===== src/rtl/hawk_pkg.sv =====
// hawk_pkg
// Shared definitions for the Hawk read path: the deserializer state
// encoding and the default framing constants.
package hawk_pkg;

   typedef enum logic [1:0] {
      SD_IDLE = 2'd0,
      SD_HUNT = 2'd1,
      SD_DATA = 2'd2
   } sd_state_t;

   localparam int unsigned HAWK_PREAMBLE_MIN = 16;
   localparam int unsigned HAWK_WORD_WIDTH   = 16;
   localparam int unsigned HAWK_SECTOR_WORDS = 256;
   localparam int unsigned HAWK_BIT_TIMEOUT  = 64;

endpackage


===== src/rtl/hawk_word_buffer.sv =====
// hawk_word_buffer
// One-entry valid/ready holding register. A new entry is accepted when the
// register is empty or is being drained in the same cycle; otherwise the
// new entry is dropped and overrun pulses for that cycle.
// Ports:
//   clk, rst   : clock, synchronous active-high reset
//   flush      : synchronous clear of the held entry
//   in_valid   : in_data is offered this cycle
//   in_data    : entry to store
//   out_valid  : register holds an entry
//   out_data   : held entry, stable while out_valid=1
//   out_ready  : consumer takes the entry (transfer on out_valid & out_ready)
//   overrun    : one-cycle pulse when an offered entry is dropped
module hawk_word_buffer #(
   parameter int unsigned DW = 16
) (
   input  logic          clk,
   input  logic          rst,
   input  logic          flush,
   input  logic          in_valid,
   input  logic [DW-1:0] in_data,
   output logic          out_valid,
   output logic [DW-1:0] out_data,
   input  logic          out_ready,
   output logic          overrun
);

   logic          valid_q, valid_d;
   logic [DW-1:0] data_q, data_d;

   always_comb begin
      valid_d = valid_q;
      data_d  = data_q;
      overrun = 1'b0;
      if (valid_q && out_ready) begin
         valid_d = 1'b0;
      end
      if (in_valid) begin
         if (!valid_q || out_ready) begin
            valid_d = 1'b1;
            data_d  = in_data;
         end else begin
            overrun = 1'b1;
         end
      end
      if (flush) begin
         valid_d = 1'b0;
         data_d  = '0;
         overrun = 1'b0;
      end
   end

   always_ff @(posedge clk) begin
      if (rst) begin
         valid_q <= 1'b0;
         data_q  <= '0;
      end else begin
         valid_q <= valid_d;
         data_q  <= data_d;
      end
   end

   assign out_valid = valid_q;
   assign out_data  = data_q;

endmodule


===== src/rtl/sector_deserializer.sv =====
// sector_deserializer
// Hunts the separated bit stream for the sector preamble and sync bit, then
// assembles data bits MSB-first into words delivered through a one-entry
// valid/ready buffer. Flags sector boundaries, overruns and lost clocks.
// Ports:
//   hf_clk, rst    : sole clock, synchronous active-high reset
//   en             : block enable; low returns to IDLE and flushes the buffer
//   bit_clock      : one-cycle strobe per bit cell
//   bit_data       : bit value, valid with bit_clock
//   word_out       : assembled word, stable while word_valid=1
//   word_valid     : buffer holds a word
//   word_ready     : consumer accepts the word
//   word_index     : index of the word on word_out within its sector
//   sector_start   : pulse, cycle after the sync strobe
//   sector_done    : pulse, coincident with the last word becoming valid
//   overrun        : sticky, a completed word was dropped
//   lost_clock     : sticky, DATA aborted by bit timeout
module sector_deserializer
   import hawk_pkg::*;
#(
   parameter int unsigned PREAMBLE_MIN = HAWK_PREAMBLE_MIN,
   parameter int unsigned WORD_WIDTH   = HAWK_WORD_WIDTH,
   parameter int unsigned SECTOR_WORDS = HAWK_SECTOR_WORDS,
   parameter int unsigned BIT_TIMEOUT  = HAWK_BIT_TIMEOUT
) (
   input  logic                            hf_clk,
   input  logic                            rst,
   input  logic                            en,
   input  logic                            bit_clock,
   input  logic                            bit_data,
   output logic [WORD_WIDTH-1:0]           word_out,
   output logic                            word_valid,
   input  logic                            word_ready,
   output logic [$clog2(SECTOR_WORDS)-1:0] word_index,
   output logic                            sector_start,
   output logic                            sector_done,
   output logic                            overrun,
   output logic                            lost_clock
);

   localparam int unsigned ZW = $clog2(PREAMBLE_MIN + 1);
   localparam int unsigned BW = $clog2(WORD_WIDTH);
   localparam int unsigned IW = $clog2(SECTOR_WORDS);
   localparam int unsigned TW = $clog2(BIT_TIMEOUT) + 1;

   sd_state_t             state_q, state_d;
   logic [ZW-1:0]         zero_cnt_q, zero_cnt_d;
   logic [BW-1:0]         bit_cnt_q, bit_cnt_d;
   logic [IW-1:0]         word_cnt_q, word_cnt_d;
   logic [TW-1:0]         idle_cnt_q, idle_cnt_d;
   logic [WORD_WIDTH-1:0] shift_q, shift_d;
   logic                  sector_start_q, sector_start_d;
   logic                  sector_done_q, sector_done_d;
   logic                  overrun_q, overrun_d;
   logic                  lost_clock_q, lost_clock_d;

   logic                  word_done;
   logic [WORD_WIDTH-1:0] done_word;
   logic                  buf_overrun;
   logic [IW+WORD_WIDTH-1:0] buf_data;

   // The completing bit is merged combinationally so the word reaches the
   // buffer on the same edge that samples its last strobe.
   assign done_word = {shift_q[WORD_WIDTH-2:0], bit_data};

   always_comb begin
      state_d        = state_q;
      zero_cnt_d     = zero_cnt_q;
      bit_cnt_d      = bit_cnt_q;
      word_cnt_d     = word_cnt_q;
      idle_cnt_d     = idle_cnt_q;
      shift_d        = shift_q;
      sector_start_d = 1'b0;
      sector_done_d  = 1'b0;
      overrun_d      = overrun_q | buf_overrun;
      lost_clock_d   = lost_clock_q;
      word_done      = 1'b0;

      if (!en || state_q == SD_IDLE) begin
         zero_cnt_d = '0;
         bit_cnt_d  = '0;
         word_cnt_d = '0;
         idle_cnt_d = '0;
         shift_d    = '0;
         state_d    = en ? SD_HUNT : SD_IDLE;
      end else if (state_q == SD_HUNT) begin
         if (bit_clock) begin
            if (!bit_data) begin
               if (zero_cnt_q < ZW'(PREAMBLE_MIN)) begin
                  zero_cnt_d = zero_cnt_q + 1'b1;
               end
            end else if (zero_cnt_q == ZW'(PREAMBLE_MIN)) begin
               sector_start_d = 1'b1;
               overrun_d      = 1'b0;
               lost_clock_d   = 1'b0;
               bit_cnt_d      = '0;
               word_cnt_d     = '0;
               idle_cnt_d     = '0;
               shift_d        = '0;
               state_d        = SD_DATA;
            end else begin
               zero_cnt_d = '0;
            end
         end
      end else begin
         if (bit_clock) begin
            idle_cnt_d = '0;
            shift_d    = done_word;
            if (bit_cnt_q == BW'(WORD_WIDTH - 1)) begin
               bit_cnt_d  = '0;
               word_done  = 1'b1;
               word_cnt_d = word_cnt_q + 1'b1;
               if (word_cnt_q == IW'(SECTOR_WORDS - 1)) begin
                  sector_done_d = 1'b1;
                  zero_cnt_d    = '0;
                  state_d       = SD_HUNT;
               end
            end else begin
               bit_cnt_d = bit_cnt_q + 1'b1;
            end
         end else if (idle_cnt_q >= TW'(BIT_TIMEOUT)) begin
            lost_clock_d = 1'b1;
            bit_cnt_d    = '0;
            shift_d      = '0;
            zero_cnt_d   = '0;
            state_d      = SD_HUNT;
         end else begin
            idle_cnt_d = idle_cnt_q + 1'b1;
         end
      end
   end

   always_ff @(posedge hf_clk) begin
      if (rst) begin
         state_q        <= SD_IDLE;
         zero_cnt_q     <= '0;
         bit_cnt_q      <= '0;
         word_cnt_q     <= '0;
         idle_cnt_q     <= '0;
         shift_q        <= '0;
         sector_start_q <= 1'b0;
         sector_done_q  <= 1'b0;
         overrun_q      <= 1'b0;
         lost_clock_q   <= 1'b0;
      end else begin
         state_q        <= state_d;
         zero_cnt_q     <= zero_cnt_d;
         bit_cnt_q      <= bit_cnt_d;
         word_cnt_q     <= word_cnt_d;
         idle_cnt_q     <= idle_cnt_d;
         shift_q        <= shift_d;
         sector_start_q <= sector_start_d;
         sector_done_q  <= sector_done_d;
         overrun_q      <= overrun_d;
         lost_clock_q   <= lost_clock_d;
      end
   end

   hawk_word_buffer #(
      .DW(IW + WORD_WIDTH)
   ) u_buf (
      .clk       (hf_clk),
      .rst       (rst),
      .flush     (!en),
      .in_valid  (word_done),
      .in_data   ({word_cnt_q, done_word}),
      .out_valid (word_valid),
      .out_data  (buf_data),
      .out_ready (word_ready),
      .overrun   (buf_overrun)
   );

   assign word_out     = buf_data[WORD_WIDTH-1:0];
   assign word_index   = buf_data[WORD_WIDTH +: IW];
   assign sector_start = sector_start_q;
   assign sector_done  = sector_done_q;
   assign overrun      = overrun_q;
   assign lost_clock   = lost_clock_q;

endmodule


===== config.mk =====
export PLATFORM = sky130hd
export DESIGN_NAME = sector_deserializer
export DESIGN_NICKNAME = d
export VERILOG_FILES = /design/src/rtl/hawk_pkg.sv /design/src/rtl/hawk_word_buffer.sv /design/src/rtl/sector_deserializer.sv
export SDC_FILE = /design/constraint.sdc
export NUM_CORES = 1
export LEC_CHECK = 0
export ABC_AREA = 0
export CAP_MARGIN = 10
export CORE_UTILIZATION = 45
export CTS_CLUSTER_DIAMETER = 100
export CTS_CLUSTER_SIZE = 12
export DETAILED_ROUTE_END_ITERATION = 8
export GPL_TIMING_DRIVEN = 0
export PLACE_DENSITY = 0.74
export SLEW_MARGIN = 25
export SYNTH_ARGS = -nofsm -noshare
export SYNTH_HDL_FRONTEND = slang
export SYNTH_HIERARCHICAL = 1
export SYNTH_SLANG_ARGS = --single-unit

===== constraint.sdc =====
create_clock -name hf_clk -period 4.2 [get_ports hf_clk]
set_input_delay 0.63 -clock hf_clk [delete_from_list [all_inputs] [get_ports hf_clk]]
set_output_delay 0.63 -clock hf_clk [all_outputs]
set_load 0.02 [all_outputs]

==> flow_summary.json <==
{
  "finalPower_mw": 1.283,
  "irDropWorstVdd_mv": 0.1696,
  "outcome": "finished clean",
  "syn_area_um2": 3248,
  "totalWireLength_um": 7848,
  "antenna_found_initial": 0,
  "synthCells": 370,
  "cts_hold_buffers": 0,
  "row_count": 30,
  "worst_pin_slew_ps": 812.1,
  "start_util_pct": 47.29,
  "gr-usage-all-layers_pct": 21.94,
  "critical_path_class": "in -> reg",
  "wl_per_cell_um": 15.21,
  "slowest_stage": "clkdlybuf4s50_1",
  "grt_pass1_vias": 2844,
  "drc": 0,
  "die_h_um": 86.96,
  "port_buffers": 34,
  "synth_enable_flop_cells": 0,
  "insertedDiodeCount": 0,
  "die_width_um": 86.96,
  "gp_congestion": 0.7850,
  "clkTransAtPathRegs_ps": 80,
  "dpl_worst_slack_ps": 1436,
  "ctsResizeCount": 0,
  "ioPinCount": 35,
  "htree_levels": 3,
  "timing.final.crit_share_pct": 59.84,
  "synth-seq-area-share_pct": 43.14,
  "cp-start-kind": "primary input",
  "layout_setup_ws_ps": 1687,
  "drive_above_1_share_pct": 16.43,
  "worst_ep_arrival_time_ps": 2800,
  "insertion_delay_ps": 350,
  "nNetsFinal": 426,
  "vias": 2914,
  "setup_viol": 0,
  "cts.sinks": 70,
  "numCtsBuffers": 9,
  "finalSetupTns_ps": 0,
  "final_common_cell": "dfxtp_1",
  "synth.distinct_cells": 54,
  "grt.overflow.total": 0,
  "rsz0062_at_grt": "no",
  "cts_tree": "yes",
  "required_ps": 4490,
  "area_growth_pct": 20.22,
  "rr_worst_depth": 7,
  "maxCapViolations": 0,
  "end_kind": "flip-flop",
  "max_freq_ghz": 0.3979,
  "ctsLongestPathBuffers": 2,
  "dpl.hpwl_um": 5389,
  "final_area_um2": 3905,
  "yosys_register_bits": 70,
  "syn_nets": 381,
  "synth-warning-count": 6,
  "worstPathCellList": "clkdlybuf4s50_1 -> clkbuf_1 -> and4_1 -> buf_2 -> clkbuf_1 -> nand4_1 -> o21ai_2",
  "root_buffer": "clkbuf_8",
  "grt_max_degree": 14,
  "dieArea_um2": 7562,
  "p_leak_nw": 1.271,
  "async_reset_ff_share_pct": 0,
  "antenna_left": 0,
  "dr.pass1.iters": 4,
  "syn_avg_cell_area_um2": 8.779,
  "ys.flop_type": "dfxtp_1",
  "fin_crit_ps": 2513,
  "maxSlewViolCount": 0,
  "worst_path_most_repeated_cell": "clkbuf_1",
  "timing.hold.worst.class": "reg -> reg",
  "cp_max_fo": 10,
  "layout_common_cells": "dfxtp_1 (70), nand2_1 (55), clkdlybuf4s50_1 (34)",
  "post_cts.repair.setup_buffers": 0,
  "maxSlewHeadroom_pct": 45.50,
  "drt_iter0_markers": 166,
  "power_density_nw_per_um2": 328.5,
  "whs_path_depth": 2,
  "fin_skew_ps": 11.10,
  "dpl_cell_area_um2": 3709,
  "coreArea_um2": 6869,
  "grt_pass1_wl_um": 13010,
  "via_per_inst": 5.647,
  "hold_viol_final": 0,
  "critPathMaxStageDelay_ps": 630
}
[path summary, 6_finish.rpt]
path                      startpoint  slack, ps            endpoint
setup / recovery           bit_clock       1690   u_buf/out_data[9]
hold / removal    u_buf/out_data[22]        460  u_buf/out_data[22]
setup reg to reg       zero_cnt_q[0]       2250       word_cnt_q[3]
hold reg to reg   u_buf/out_data[22]        460  u_buf/out_data[22]
[layer usage]
layer  track usage (%)  routed length, um  up-vias
met2             35.08               3587       68
met5                 0                  0        -
met1             28.79               3749     1379
li1                  -                  -     1454
met4             10.45                139        0
met3             3.697                371       13
[logic make-up after synthesis]
group           synth area share [%]
fa+ha+maj                      1.926
simple gates                   24.38
mux                            2.157
buf+inv                        6.048
flops                          43.14
compound gates                 22.34
[Yosys cell counts (2+ instances only)]
library cell	n	area, um^2
buf_4	4	30.03
buf_2	6	30.03
o21ai_0	28	140.1
o21a_1	2	15.01
and4_1	2	17.52
o21ai_2	20	175.2
a41oi_1	3	26.28
mux2i_1	7	70.07
dfxtp_1	70	1401
inv_1	6	22.52
nand2_1	55	206.5
a31oi_1	2	12.51
ha_1	5	62.56
nand4_1	28	175.2
nand2b_1	2	12.51
o31ai_1	2	15.01
nor3_1	9	45.04
nand3_1	15	75.07
nor2_1	7	26.28
a2111oi_2	2	30.03
or3_1	5	31.28
a21oi_1	28	140.1
nor4_1	3	18.77
clkbuf_1	13	48.80
nand3b_1	8	60.06
a311oi_1	5	43.79
buf_6	5	56.30
o211a_1	2	20.02
[report_power, final]
| group | total [mW] | internal [mW] | switching (mW) |
|---|---|---|---|
| Sequential | 0.665 | 0.664 | 0.00112 |
| Combinational | 0.0668 | 0.0204 | 0.0464 |
| Clock | 0.551 | 0.275 | 0.276 |
[sequential cells by signal (all words and copies together), names as in the netlist]
register         cells
zero_cnt_q           5
lost_clock           1
state_q              2
u_buf/out_valid      1
sector_done          1
u_buf/out_data      24
bit_cnt_q            4
idle_cnt_q           7
shift_q             15
word_cnt_q           8
overrun              1
sector_start         1
[worst max-delay path, delay by kind of cell]
kind,cells,cell delay (ps)
and+or+nand+nor,2,490
buffers and inverters,4,1590
AOI/OAI and AO/OA,1,90
[through the flow]
stage               utilization (%)  cells  hold WS (ps)
finish                        56.85    516         463.1
global route                  56.85    516         490.6
detailed placement            53.99    500         449.8
CTS                           56.85    516         465.8
global placement              53.99    500         443.9
floorplan                         -    370         423.0
[final cells by class]
class,instances,area (um^2)
tap,96,120.1
clock inverter,7,72.57
timing repair buffer,34,340.3
sequential,70,1401
inverter,7,26.28
buffer,29,170.2
fill,633,2964
clock buffer,9,123.9
multi-input combinational,264,1650
No activity file was read; power rests on OpenSTA's default activity.
